### config.mk
export PLATFORM = sky130hd
export DESIGN_NAME = svm_cfg_regfile_flat
export DESIGN_NICKNAME = d
export VERILOG_FILES = /design/src/rtl/svm_cfg_pkg.sv /design/src/rtl/svm_cfg_regfile_if.sv /design/src/rtl/svm_cfg_rd_resp.sv /design/src/rtl/svm_cfg_regfile.sv /design/src/flat_wrapper.sv
export SDC_FILE = /design/constraint.sdc
export NUM_CORES = 1
export LEC_CHECK = 0
export BUFFER_PORTS_ARGS = -buffer_cell sky130_fd_sc_hd__buf_4
export CAP_MARGIN = 20
export CELL_PAD_IN_SITES_DETAIL_PLACEMENT = 1
export CELL_PAD_IN_SITES_GLOBAL_PLACEMENT = 2
export CORE_UTILIZATION = 39
export CTS_CLUSTER_DIAMETER = 40
export DETAILED_ROUTE_END_ITERATION = 8
export HOLD_SLACK_MARGIN = 0.08
export PLACE_DENSITY = 0.88
export SYNTH_ARGS = -nofsm -noshare
export SYNTH_HDL_FRONTEND = slang
export SYNTH_HIERARCHICAL = 1
export SYNTH_SLANG_ARGS = --single-unit
### constraint.sdc
create_clock -name clk -period 31.6 [get_ports clk]
set_input_delay 0 -clock clk [delete_from_list [all_inputs] [get_ports clk]]
set_output_delay 0 -clock clk [all_outputs]
set_load 0.01 [all_outputs]
### src/rtl/svm_cfg_pkg.sv
// svm_cfg_regfile shared definitions: register map,
// reset values, lock states and ERR bit positions.
package svm_cfg_pkg;

  localparam logic [31:0] CFG_ADDR_OP_MODE     = 32'd0;
  localparam logic [31:0] CFG_ADDR_DATA_TYPE   = 32'd1;
  localparam logic [31:0] CFG_ADDR_AUTO_SPLIT  = 32'd2;
  localparam logic [31:0] CFG_ADDR_TRAIN_BASE  = 32'd3;
  localparam logic [31:0] CFG_ADDR_TEST_BASE   = 32'd4;
  localparam logic [31:0] CFG_ADDR_TRAIN_ALGO  = 32'd5;
  localparam logic [31:0] CFG_ADDR_NUM_DIM     = 32'd6;
  localparam logic [31:0] CFG_ADDR_NUM_PTS     = 32'd7;
  localparam logic [31:0] CFG_ADDR_DS_ORG      = 32'd8;
  localparam logic [31:0] CFG_ADDR_CTRL        = 32'd9;
  localparam logic [31:0] CFG_ADDR_STATUS      = 32'd10;
  localparam logic [31:0] CFG_ADDR_ERR         = 32'd11;
  localparam logic [31:0] CFG_ADDR_INFER_BASE  = 32'd12;
  localparam logic [31:0] CFG_ADDR_INFER_BLK   = 32'd13;
  localparam logic [31:0] CFG_ADDR_SCATTER     = 32'd14;
  localparam logic [31:0] CFG_ADDR_RSVD        = 32'd15;
  localparam logic [31:0] CFG_ADDR_DIM_BASE    = 32'd16;

  localparam logic [31:0] RST_OP_MODE     = 32'd1;
  localparam logic [31:0] RST_DATA_TYPE   = 32'd2;
  localparam logic [31:0] RST_AUTO_SPLIT  = 32'h3e4c_cccd;
  localparam logic [31:0] RST_TRAIN_ALGO  = 32'd1;
  localparam logic [31:0] RST_NUM_DIM     = 32'd2;
  localparam logic [31:0] RST_NUM_PTS     = 32'd1024;
  localparam logic [31:0] RST_DS_ORG      = 32'd2;
  localparam logic [31:0] RST_INFER_BASE  = 32'h200;
  localparam logic [31:0] RST_INFER_BLK   = 32'd1;

  typedef enum logic {
    CFG_OPEN,
    CFG_LOCKED
  } cfg_lock_e;

  localparam int ERR_LOCKED  = 0;
  localparam int ERR_ADDR    = 1;
  localparam int ERR_NUM_DIM = 2;

endpackage

### src/rtl/svm_cfg_regfile_if.sv
// Host config bus: valid/ready request channel
// plus write ack and held read response.
interface svm_cfg_regfile_if #(
  parameter int ADDR_W = 16
);
  logic              cfg_req_vld;
  logic              cfg_req_rdy;
  logic              cfg_data_rb_w;
  logic [ADDR_W-1:0] cfg_addr;
  logic [31:0]       cfg_data;
  logic              cfg_wr_ack;
  logic              cfg_wr_err;
  logic              cfg_rd_vld;
  logic              cfg_rd_rdy;
  logic [31:0]       cfg_rd_data;

  modport master (
    output cfg_req_vld, cfg_data_rb_w,
    output cfg_addr, cfg_data, cfg_rd_rdy,
    input  cfg_req_rdy, cfg_wr_ack,
    input  cfg_wr_err, cfg_rd_vld, cfg_rd_data
  );

  modport slave (
    input  cfg_req_vld, cfg_data_rb_w,
    input  cfg_addr, cfg_data, cfg_rd_rdy,
    output cfg_req_rdy, cfg_wr_ack,
    output cfg_wr_err, cfg_rd_vld, cfg_rd_data
  );
endinterface

### src/rtl/svm_cfg_rd_resp.sv
// Read response holding register; blocks new
// requests while a response is outstanding.
module svm_cfg_rd_resp
  import svm_cfg_pkg::*;
(
  input  logic        clk,
  input  logic        rst,
  input  logic        rd_acc,
  input  logic [31:0] rd_data_in,
  input  logic        rd_rdy,
  output logic        rd_vld,
  output logic [31:0] rd_data,
  output logic        req_rdy
);

  always_ff @(posedge clk or posedge rst) begin
    if (rst) begin
      rd_vld  <= 1'b0;
      rd_data <= '0;
    end else if (rd_acc) begin
      rd_vld  <= 1'b1;
      rd_data <= rd_data_in;
    end else if (rd_vld && rd_rdy) begin
      rd_vld  <= 1'b0;
    end
  end

  assign req_rdy = ~rd_vld;

endmodule

### src/rtl/svm_cfg_regfile.sv
// SVM config/status register file with commit lock.
// Define SVM_CFG_ERR_CAPTURE_EN for ERR[31:16] address capture.
module svm_cfg_regfile
  import svm_cfg_pkg::*;
#(
  parameter int MAX_DIM = 4,
  parameter int ADDR_W  = 16
) (
  input  logic                 clk,
  input  logic                 rst,
  svm_cfg_regfile_if.slave     bus,
  input  logic                 batch_comp_done,
  input  logic                 core_busy,
  output logic [1:0]           op_mode,
  output logic [2:0]           data_type,
  output logic [31:0]          auto_split,
  output logic [31:0]          train_data_base,
  output logic [31:0]          test_data_base,
  output logic [31:0]          train_algo,
  output logic [31:0]          num_dim,
  output logic [31:0]          num_data_points,
  output logic [31:0]          mode_dataset_org,
  output logic [31:0]          infer_res_base_ptr,
  output logic [31:0]          infer_res_blk_size,
  output logic [31:0]          scatter_base_ptr,
  output logic [MAX_DIM*32-1:0] dim_base_ptr,
  output logic                 cfg_done,
  output logic                 irq
);

  localparam logic [31:0] DIM_END =
    CFG_ADDR_DIM_BASE + 32'(MAX_DIM);

  cfg_lock_e   lock_q, lock_n;
  logic [31:0] a32, rdata, nd_val;
  logic [31:0] dim_q [MAX_DIM];
  logic        acc, wr, rd, wr_ok;
  logic        in_dim, bad_addr, lockable;
  logic        is_ctrl, unlock_busy, rej_lock;
  logic        nd_clamp, status_q, status_n;
  logic [2:0]  err_q, err_n, err_set, w1c;
  logic [15:0] err_hi;
  logic        ack_q, wr_err_q;

  assign a32 = 32'(bus.cfg_addr);
  assign acc = bus.cfg_req_vld & bus.cfg_req_rdy;
  assign wr  = acc & bus.cfg_data_rb_w;
  assign rd  = acc & ~bus.cfg_data_rb_w;

  assign in_dim   = (a32 >= CFG_ADDR_DIM_BASE) &&
                    (a32 < DIM_END);
  assign bad_addr = (a32 >= CFG_ADDR_RSVD) && !in_dim;
  assign lockable = (a32 <= CFG_ADDR_DS_ORG) || in_dim ||
                    ((a32 >= CFG_ADDR_INFER_BASE) &&
                     (a32 <= CFG_ADDR_SCATTER));
  assign is_ctrl  = (a32 == CFG_ADDR_CTRL);

  // Unlocking while the core runs a batch is refused.
  assign unlock_busy = is_ctrl & ~bus.cfg_data[0] &
                       (lock_q == CFG_LOCKED) & core_busy;
  assign rej_lock = ((lock_q == CFG_LOCKED) & lockable) |
                    unlock_busy;
  assign wr_ok = wr & ~bad_addr & ~rej_lock;

  always_comb begin
    nd_clamp = 1'b0;
    nd_val   = bus.cfg_data;
    if (bus.cfg_data == 32'd0) begin
      nd_clamp = 1'b1;
      nd_val   = 32'd1;
    end else if (bus.cfg_data > 32'(MAX_DIM)) begin
      nd_clamp = 1'b1;
      nd_val   = 32'(MAX_DIM);
    end
  end

  always_comb begin
    err_set = '0;
    err_set[ERR_LOCKED]  = wr & rej_lock;
    err_set[ERR_ADDR]    = acc & bad_addr;
    err_set[ERR_NUM_DIM] = wr_ok & nd_clamp &
                           (a32 == CFG_ADDR_NUM_DIM);
    w1c = '0;
    if (wr_ok && a32 == CFG_ADDR_ERR)
      w1c = bus.cfg_data[2:0];
  end

  // Hardware set beats a same-cycle W1C.
  assign err_n    = (err_q & ~w1c) | err_set;
  assign status_n = (status_q &
                     ~(wr_ok & bus.cfg_data[0] &
                       (a32 == CFG_ADDR_STATUS))) |
                    batch_comp_done;

  always_ff @(posedge clk or posedge rst) begin
    if (rst) lock_q <= CFG_OPEN;
    else     lock_q <= lock_n;
  end

  always_comb begin
    lock_n = lock_q;
    unique case (lock_q)
      CFG_OPEN:
        if (wr_ok && is_ctrl && bus.cfg_data[0])
          lock_n = CFG_LOCKED;
      CFG_LOCKED:
        if (wr_ok && is_ctrl && !bus.cfg_data[0])
          lock_n = CFG_OPEN;
      default: lock_n = CFG_OPEN;
    endcase
  end

`ifdef SVM_CFG_ERR_CAPTURE_EN
  logic [15:0] cap_q;
  always_ff @(posedge clk or posedge rst) begin
    if (rst)
      cap_q <= '0;
    else if ((err_set != '0) && (err_q == '0))
      cap_q <= a32[15:0];
    else if (err_n == '0)
      cap_q <= '0;
  end
  assign err_hi = cap_q;
`else
  assign err_hi = '0;
`endif

  always_ff @(posedge clk or posedge rst) begin
    if (rst) begin
      op_mode            <= RST_OP_MODE[1:0];
      data_type          <= RST_DATA_TYPE[2:0];
      auto_split         <= RST_AUTO_SPLIT;
      train_data_base    <= '0;
      test_data_base     <= '0;
      train_algo         <= RST_TRAIN_ALGO;
      num_dim            <= RST_NUM_DIM;
      num_data_points    <= RST_NUM_PTS;
      mode_dataset_org   <= RST_DS_ORG;
      infer_res_base_ptr <= RST_INFER_BASE;
      infer_res_blk_size <= RST_INFER_BLK;
      scatter_base_ptr   <= '0;
      for (int d = 0; d < MAX_DIM; d++)
        dim_q[d] <= '0;
      status_q <= 1'b0;
      err_q    <= '0;
      ack_q    <= 1'b0;
      wr_err_q <= 1'b0;
    end else begin
      status_q <= status_n;
      err_q    <= err_n;
      ack_q    <= wr;
      wr_err_q <= wr & ~wr_ok;
      if (wr_ok) begin
        case (a32)
          CFG_ADDR_OP_MODE:
            op_mode <= bus.cfg_data[1:0];
          CFG_ADDR_DATA_TYPE:
            data_type <= bus.cfg_data[2:0];
          CFG_ADDR_AUTO_SPLIT:
            auto_split <= bus.cfg_data;
          CFG_ADDR_TRAIN_BASE:
            train_data_base <= bus.cfg_data;
          CFG_ADDR_TEST_BASE:
            test_data_base <= bus.cfg_data;
          CFG_ADDR_TRAIN_ALGO:
            train_algo <= bus.cfg_data;
          CFG_ADDR_NUM_DIM:
            num_dim <= nd_val;
          CFG_ADDR_NUM_PTS:
            num_data_points <= bus.cfg_data;
          CFG_ADDR_DS_ORG:
            mode_dataset_org <= bus.cfg_data;
          CFG_ADDR_INFER_BASE:
            infer_res_base_ptr <= bus.cfg_data;
          CFG_ADDR_INFER_BLK:
            infer_res_blk_size <= bus.cfg_data;
          CFG_ADDR_SCATTER:
            scatter_base_ptr <= bus.cfg_data;
          default:
            for (int d = 0; d < MAX_DIM; d++)
              if (a32 == CFG_ADDR_DIM_BASE + 32'(d))
                dim_q[d] <= bus.cfg_data;
        endcase
      end
    end
  end

  always_comb begin
    rdata = '0;
    case (a32)
      CFG_ADDR_OP_MODE:    rdata = {30'd0, op_mode};
      CFG_ADDR_DATA_TYPE:  rdata = {29'd0, data_type};
      CFG_ADDR_AUTO_SPLIT: rdata = auto_split;
      CFG_ADDR_TRAIN_BASE: rdata = train_data_base;
      CFG_ADDR_TEST_BASE:  rdata = test_data_base;
      CFG_ADDR_TRAIN_ALGO: rdata = train_algo;
      CFG_ADDR_NUM_DIM:    rdata = num_dim;
      CFG_ADDR_NUM_PTS:    rdata = num_data_points;
      CFG_ADDR_DS_ORG:     rdata = mode_dataset_org;
      CFG_ADDR_CTRL:       rdata = {31'd0, cfg_done};
      CFG_ADDR_STATUS:     rdata = {31'd0, status_q};
      CFG_ADDR_ERR:
        rdata = {err_hi, 13'd0, err_q};
      CFG_ADDR_INFER_BASE: rdata = infer_res_base_ptr;
      CFG_ADDR_INFER_BLK:  rdata = infer_res_blk_size;
      CFG_ADDR_SCATTER:    rdata = scatter_base_ptr;
      default:
        for (int d = 0; d < MAX_DIM; d++)
          if (a32 == CFG_ADDR_DIM_BASE + 32'(d))
            rdata = dim_q[d];
    endcase
  end

  svm_cfg_rd_resp u_rd_resp (
    .clk        (clk),
    .rst        (rst),
    .rd_acc     (rd),
    .rd_data_in (rdata),
    .rd_rdy     (bus.cfg_rd_rdy),
    .rd_vld     (bus.cfg_rd_vld),
    .rd_data    (bus.cfg_rd_data),
    .req_rdy    (bus.cfg_req_rdy)
  );

  for (genvar g = 0; g < MAX_DIM; g++) begin : g_dim
    assign dim_base_ptr[32*g +: 32] = dim_q[g];
  end

  assign bus.cfg_wr_ack = ack_q;
  assign bus.cfg_wr_err = wr_err_q;
  assign cfg_done = (lock_q == CFG_LOCKED);
  assign irq      = status_q | (|err_q);

endmodule

### src/flat_wrapper.sv
// flat-port wrapper written by rule: the top's interface ports become plain ports
module svm_cfg_regfile_flat import svm_cfg_pkg::*;
#(
  parameter int MAX_DIM = 4,
  parameter int ADDR_W  = 16
)
  (clk, rst, batch_comp_done, core_busy, op_mode, data_type, auto_split, train_data_base, test_data_base, train_algo, num_dim, num_data_points, mode_dataset_org, infer_res_base_ptr, infer_res_blk_size, scatter_base_ptr, dim_base_ptr, cfg_done, irq, bus_cfg_req_vld, bus_cfg_data_rb_w, bus_cfg_addr, bus_cfg_data, bus_cfg_rd_rdy, bus_cfg_req_rdy, bus_cfg_wr_ack, bus_cfg_wr_err, bus_cfg_rd_vld, bus_cfg_rd_data);
  svm_cfg_regfile_if #(.ADDR_W(ADDR_W)) bus_i ();
  input  logic clk;
  input  logic rst;
  input  logic batch_comp_done;
  input  logic core_busy;
  output logic [1:0] op_mode;
  output logic [2:0] data_type;
  output logic [31:0] auto_split;
  output logic [31:0] train_data_base;
  output logic [31:0] test_data_base;
  output logic [31:0] train_algo;
  output logic [31:0] num_dim;
  output logic [31:0] num_data_points;
  output logic [31:0] mode_dataset_org;
  output logic [31:0] infer_res_base_ptr;
  output logic [31:0] infer_res_blk_size;
  output logic [31:0] scatter_base_ptr;
  output logic [MAX_DIM*32-1:0] dim_base_ptr;
  output logic cfg_done;
  output logic irq;
  input wire logic [$bits(bus_i.cfg_req_vld)-1:0] bus_cfg_req_vld;
  input wire logic [$bits(bus_i.cfg_data_rb_w)-1:0] bus_cfg_data_rb_w;
  input wire logic [$bits(bus_i.cfg_addr)-1:0] bus_cfg_addr;
  input wire logic [$bits(bus_i.cfg_data)-1:0] bus_cfg_data;
  input wire logic [$bits(bus_i.cfg_rd_rdy)-1:0] bus_cfg_rd_rdy;
  output wire logic [$bits(bus_i.cfg_req_rdy)-1:0] bus_cfg_req_rdy;
  output wire logic [$bits(bus_i.cfg_wr_ack)-1:0] bus_cfg_wr_ack;
  output wire logic [$bits(bus_i.cfg_wr_err)-1:0] bus_cfg_wr_err;
  output wire logic [$bits(bus_i.cfg_rd_vld)-1:0] bus_cfg_rd_vld;
  output wire logic [$bits(bus_i.cfg_rd_data)-1:0] bus_cfg_rd_data;
  assign bus_i.cfg_req_vld = bus_cfg_req_vld;
  assign bus_i.cfg_data_rb_w = bus_cfg_data_rb_w;
  assign bus_i.cfg_addr = bus_cfg_addr;
  assign bus_i.cfg_data = bus_cfg_data;
  assign bus_i.cfg_rd_rdy = bus_cfg_rd_rdy;
  assign bus_cfg_req_rdy = bus_i.cfg_req_rdy;
  assign bus_cfg_wr_ack = bus_i.cfg_wr_ack;
  assign bus_cfg_wr_err = bus_i.cfg_wr_err;
  assign bus_cfg_rd_vld = bus_i.cfg_rd_vld;
  assign bus_cfg_rd_data = bus_i.cfg_rd_data;
  svm_cfg_regfile #(.MAX_DIM(MAX_DIM), .ADDR_W(ADDR_W)) u_core (.clk(clk), .rst(rst), .bus(bus_i), .batch_comp_done(batch_comp_done), .core_busy(core_busy), .op_mode(op_mode), .data_type(data_type), .auto_split(auto_split), .train_data_base(train_data_base), .test_data_base(test_data_base), .train_algo(train_algo), .num_dim(num_dim), .num_data_points(num_data_points), .mode_dataset_org(mode_dataset_org), .infer_res_base_ptr(infer_res_base_ptr), .infer_res_blk_size(infer_res_blk_size), .scatter_base_ptr(scatter_base_ptr), .dim_base_ptr(dim_base_ptr), .cfg_done(cfg_done), .irq(irq));
endmodule
==> results.txt <==
----------------------------------------------------
[Run status]
  Run status ... completed

[Power and ir drop]
  Leakage ... between 15 and 20 nW
  VDD IR max ... 43.7 uV
  Power per unit of standard cell area ... 52.5 nW/um^2

[Cells and area]
  Multi-input gate area in the final layout ... around 9500 sq um
  Fin nets ... roughly 2200
  Number of fillers in the final layout ... 5667
  FF+latch area ... around 12000 sq um
  Area growth from synthesis to final layout ... 34.9%
  Utilization of the core after routing ... 0.536
  Fraction of final layout cells sized beyond drive strength 1 ... 0.564
  Most common cell after layout, fill and taps aside ... buf_4
  Top library cells by usage in the layout, fill and taps aside ... 582 x buf_4, 468 x dfrtp_1, 380 x mux2_2, 81 x clkbuf_16, 78 x a22oi_1

[Clock network]
  Number of buffers added by the clock tree synthesis step ... 79
  CTS sink count ... between 400 and 500
  Largest buffer count on any clock path ... 3
  Clock root buffer master ... clkbuf_16
  Clock tree from TritonCTS ... built
  Max H-tree Level ... 3
  Clock insertion delay at the later pin of the skew report ... approximately 600 ps
  Post-CTS clock slew at the launch and capture registers of the worst setup and hold paths ... about 50 ps

[Yosys]
  Syn. warnings ... 6
  Number of distinct library cells after synthesis ... 69
  Yosys top cell by area ... dfrtp_1
  Synth top area cells ... dfrtp_1 52%, mux2_2 19%, mux4_2 3.2%
  Avg Cell Area, Syn ... between 10 and 15 sq um
  Post-synth ARST share ... 1.00
  Post-synthesis instance area ... 22600 sq um
  Number of register bits inferred by synthesis ... 493
  Dominant register cell in the synthesized netlist ... dfrtp_1
  Fraction of the yosys area taken by sequential cells ... 0.548
  Mapped Nets ... between 1500 and 2000
  Synthesized instance count ... around 1600
  Share of the synthesized area in the top cell type ... 0.519
  Number of synthesized flops with an enable pin ... 0

[Global route]
  Maximum number of pins on one net before global-route repair ... ~130
  Wire length of the first global-routing pass ... between 100000 and 150000 um
  Number of antenna violations at the first check in global routing ... 2
  Number of global-route vias before repair ... slightly below 20000
  Overall fraction of global-route tracks in use ... 0.330
  Aggregate global routing overflow ... 0

[Route]
  Detail-routed via count per cell ... about 6.1
  1st-iter DRT viols ... roughly 1400
  Length of the first detailed-routing pass in iterations ... 5
  Routed len/inst ... about 33 um
  Via count of the routed design ... ~18000
  Count of antenna-violating nets left after detailed routing ... 0
  Total Wirelength ... 98000 um
  Remaining design rule violation count ... 0

[Timing]
  Fin worst setup slack ... around 28000 ps
  Final-report hold violation count ... 0
  Total count of max-transition violations in the final report ... 0
  Worst setup skew after layout ... roughly 18 ps
  Final number of setup-violating endpoints ... 0
  Headroom to the max-slew limit ... 0.128
  Least-Margin Pin Slew ... approximately 1300 ps
  Final setup TNS ... 0 ps
  Fmax ... between 200 and 300 MHz
  Tmin final ... about 3500 ps
  RSZ-0062 raised after global routing ... false
  Final worst-path cycle share ... 0.109

[Floorplanning]
  Boundary pin count ... between 500 and 600
  Core Footprint ... roughly 57000 sq um
  Die width ... 243 um
  Die Outline Area ... 58800 sq um
  Core Rows ... 87
  Starting density of the core ... 0.397
  Vertical die dimension ... roughly 240 um

[Worst setup path]
  Delay of the slowest critical-path stage ... slightly above 1000 ps
  Ordered list of cells on the worst path ... inv_1 > and3_1 > nand4_4 > nor3_4 > buf_4 > mux2_2
  Crit Path Class ... flop to flop
  Slowest CP cell ... nor3_4
  Sort of element at the end of the critical path ... flop
  Buffering stage count on the worst path with inverters included ... 2
  CP delay by family, top ... simple AND/OR/NAND/NOR gates
  Maximum fanout along the worst path ... 20
  Critical path arrival ... between 3000 and 4000 ps
  First element of the critical path ... u_core/u_rd_resp/rd_vld
  Data required time of the worst path ... 32080 ps
  Sort of element at the start of the critical path ... flop
  Worst R2R Start ... u_core/u_rd_resp/rd_vld

[Placement]
  Buffers added on ports ... 545
  Final GP Congestion ... between 0.9 and 1
  Worst slack after detailed placement ... about 28000 ps
  Half-perimeter wire length after placement ... ~64000 um

[Hold path]
  Hold Path Class ... input port to async pin

[Run]
  Number of maximum-capacitance constraint violations ... 0

----------------------------------------------------
==> synth_stat cells, drive strengths merged (2+ instances only) <==
| cell type | count |
|---|---|
| a21oi | 34 |
| or4b | 2 |
| nor3 | 35 |
| nor2b | 33 |
| and4 | 2 |
| nor2 | 12 |
| nand2b | 3 |
| a222oi | 2 |
| a2111oi | 2 |
| mux2 | 454 |
| clkbuf | 80 |
| nor3b | 4 |
| mux2i | 4 |
| or2 | 2 |
| nand3 | 5 |
| and2 | 4 |
| and3 | 10 |
| a221oi | 16 |
| o311ai | 7 |
| nand2 | 10 |
| mux4 | 32 |
| a32o | 2 |
| dfstp | 25 |
| o2111ai | 3 |
| nand4b | 3 |
| buf | 76 |
| o211ai | 21 |
| a22o | 54 |
| dfrtp | 468 |
| or4 | 6 |
| a22oi | 78 |
| nor4b | 2 |
| a31oi | 36 |
| or4bb | 3 |
| o21ai | 4 |
| inv | 13 |
| a21o | 4 |
| nor4 | 22 |
| or3 | 2 |
| nand4 | 14 |
==> worst register-to-register path: stages, from the launching register on <==
cell and delay (ps):
dfrtp_1 380, inv_1 110, and3_1 450, nand4_4 360, nor3_4 1010, buf_4 560, mux2_2 460
==> per-layer routing <==
layer  global-route usage  vias to the layer above  part of all wire
met5                    0                        -                 0
li1                     -                     7174                 -
met3               0.0863                      241             0.087
met4                0.164                        0             0.048
met1                0.424                     9612              0.40
met2                0.517                      969              0.47
==> metrics by stage <==
step / power [mW] / cell area (sq um) / hold slack (ps) / cells
global route: 1.64 / 30400 / 97.3 / 2972
global placement: 0.694 / 27200 / 188 / 2785
finish: 1.60 / 30400 / 62.0 / 2972
floorplan: 0.671 / 22600 / 92.3 / 1603
CTS: 1.61 / 30400 / 95.1 / 2969
detailed placement: 0.695 / 27200 / 188 / 2786
==> area by class of cell <==
| cell class | instances | area share |
|---|---|---|
| flip-flops and latches | 493 | 0.406 |
| multi-input cells | 941 | 0.311 |
| repair buffers | 623 | 0.158 |
| clock buffers | 98 | 0.0723 |
| well taps | 756 | 0.0311 |
| clock inverters | 47 | 0.0188 |
| inverters | 13 | 0.00185 |
| diodes | 1 | 0.0000822 |
==> what timing repair did <==
action	in CTS	in global routing
hold buffers	38	0
resized for setup	0	0
hold endpoints to repair	585	0
setup buffers	0	0
==> cells by family after synthesis <==
kind of cell,after synthesis,synth area share
flops,493,0.548
buf+inv,169,0.0384
mux,490,0.268
compound gates,273,0.0902
xor+xnor,1,0.000388
simple gates,177,0.0552
==> flip-flops by register name (all words and copies together), names as in the netlist, 2 cells and up, named ones only <==
signal                     flops
u_core/test_data_base         32
u_core/num_dim                32
u_core/dim_base_ptr          128
u_core/infer_res_base_ptr     32
u_core/mode_dataset_org       32
u_core/op_mode                 2
u_core/u_rd_resp/rd_data      32
u_core/auto_split             32
u_core/scatter_base_ptr       32
u_core/infer_res_blk_size     32
u_core/err_q                   3
u_core/num_data_points        32
u_core/data_type               3
u_core/train_data_base        32
u_core/train_algo             32
==> final timing paths <==
check | to | slack, ps | cells after the start
setup reg to reg | u_core/dim_base_ptr[40] | 28150 | 6
hold reg to reg | u_core/u_rd_resp/rd_data[9] | 510 | 1
hold / removal | u_core/u_rd_resp/rd_data[31] | 60 | 3
max in group asynchronous | u_core/dim_base_ptr[113] | 28920 | 5
min in group clk | u_core/u_rd_resp/rd_vld | 130 | 3
setup / recovery | u_core/dim_base_ptr[40] | 28150 | 6
==> power by group <==
group,switching (mW),internal (mW),leakage [nW]
clock network,0.330,0.580,1.34
logic,0.0417,0.0144,7.14
registers,0.000148,0.632,6.77
total,0.372,1.23,15.2
(Power assumes the default switching activity.)
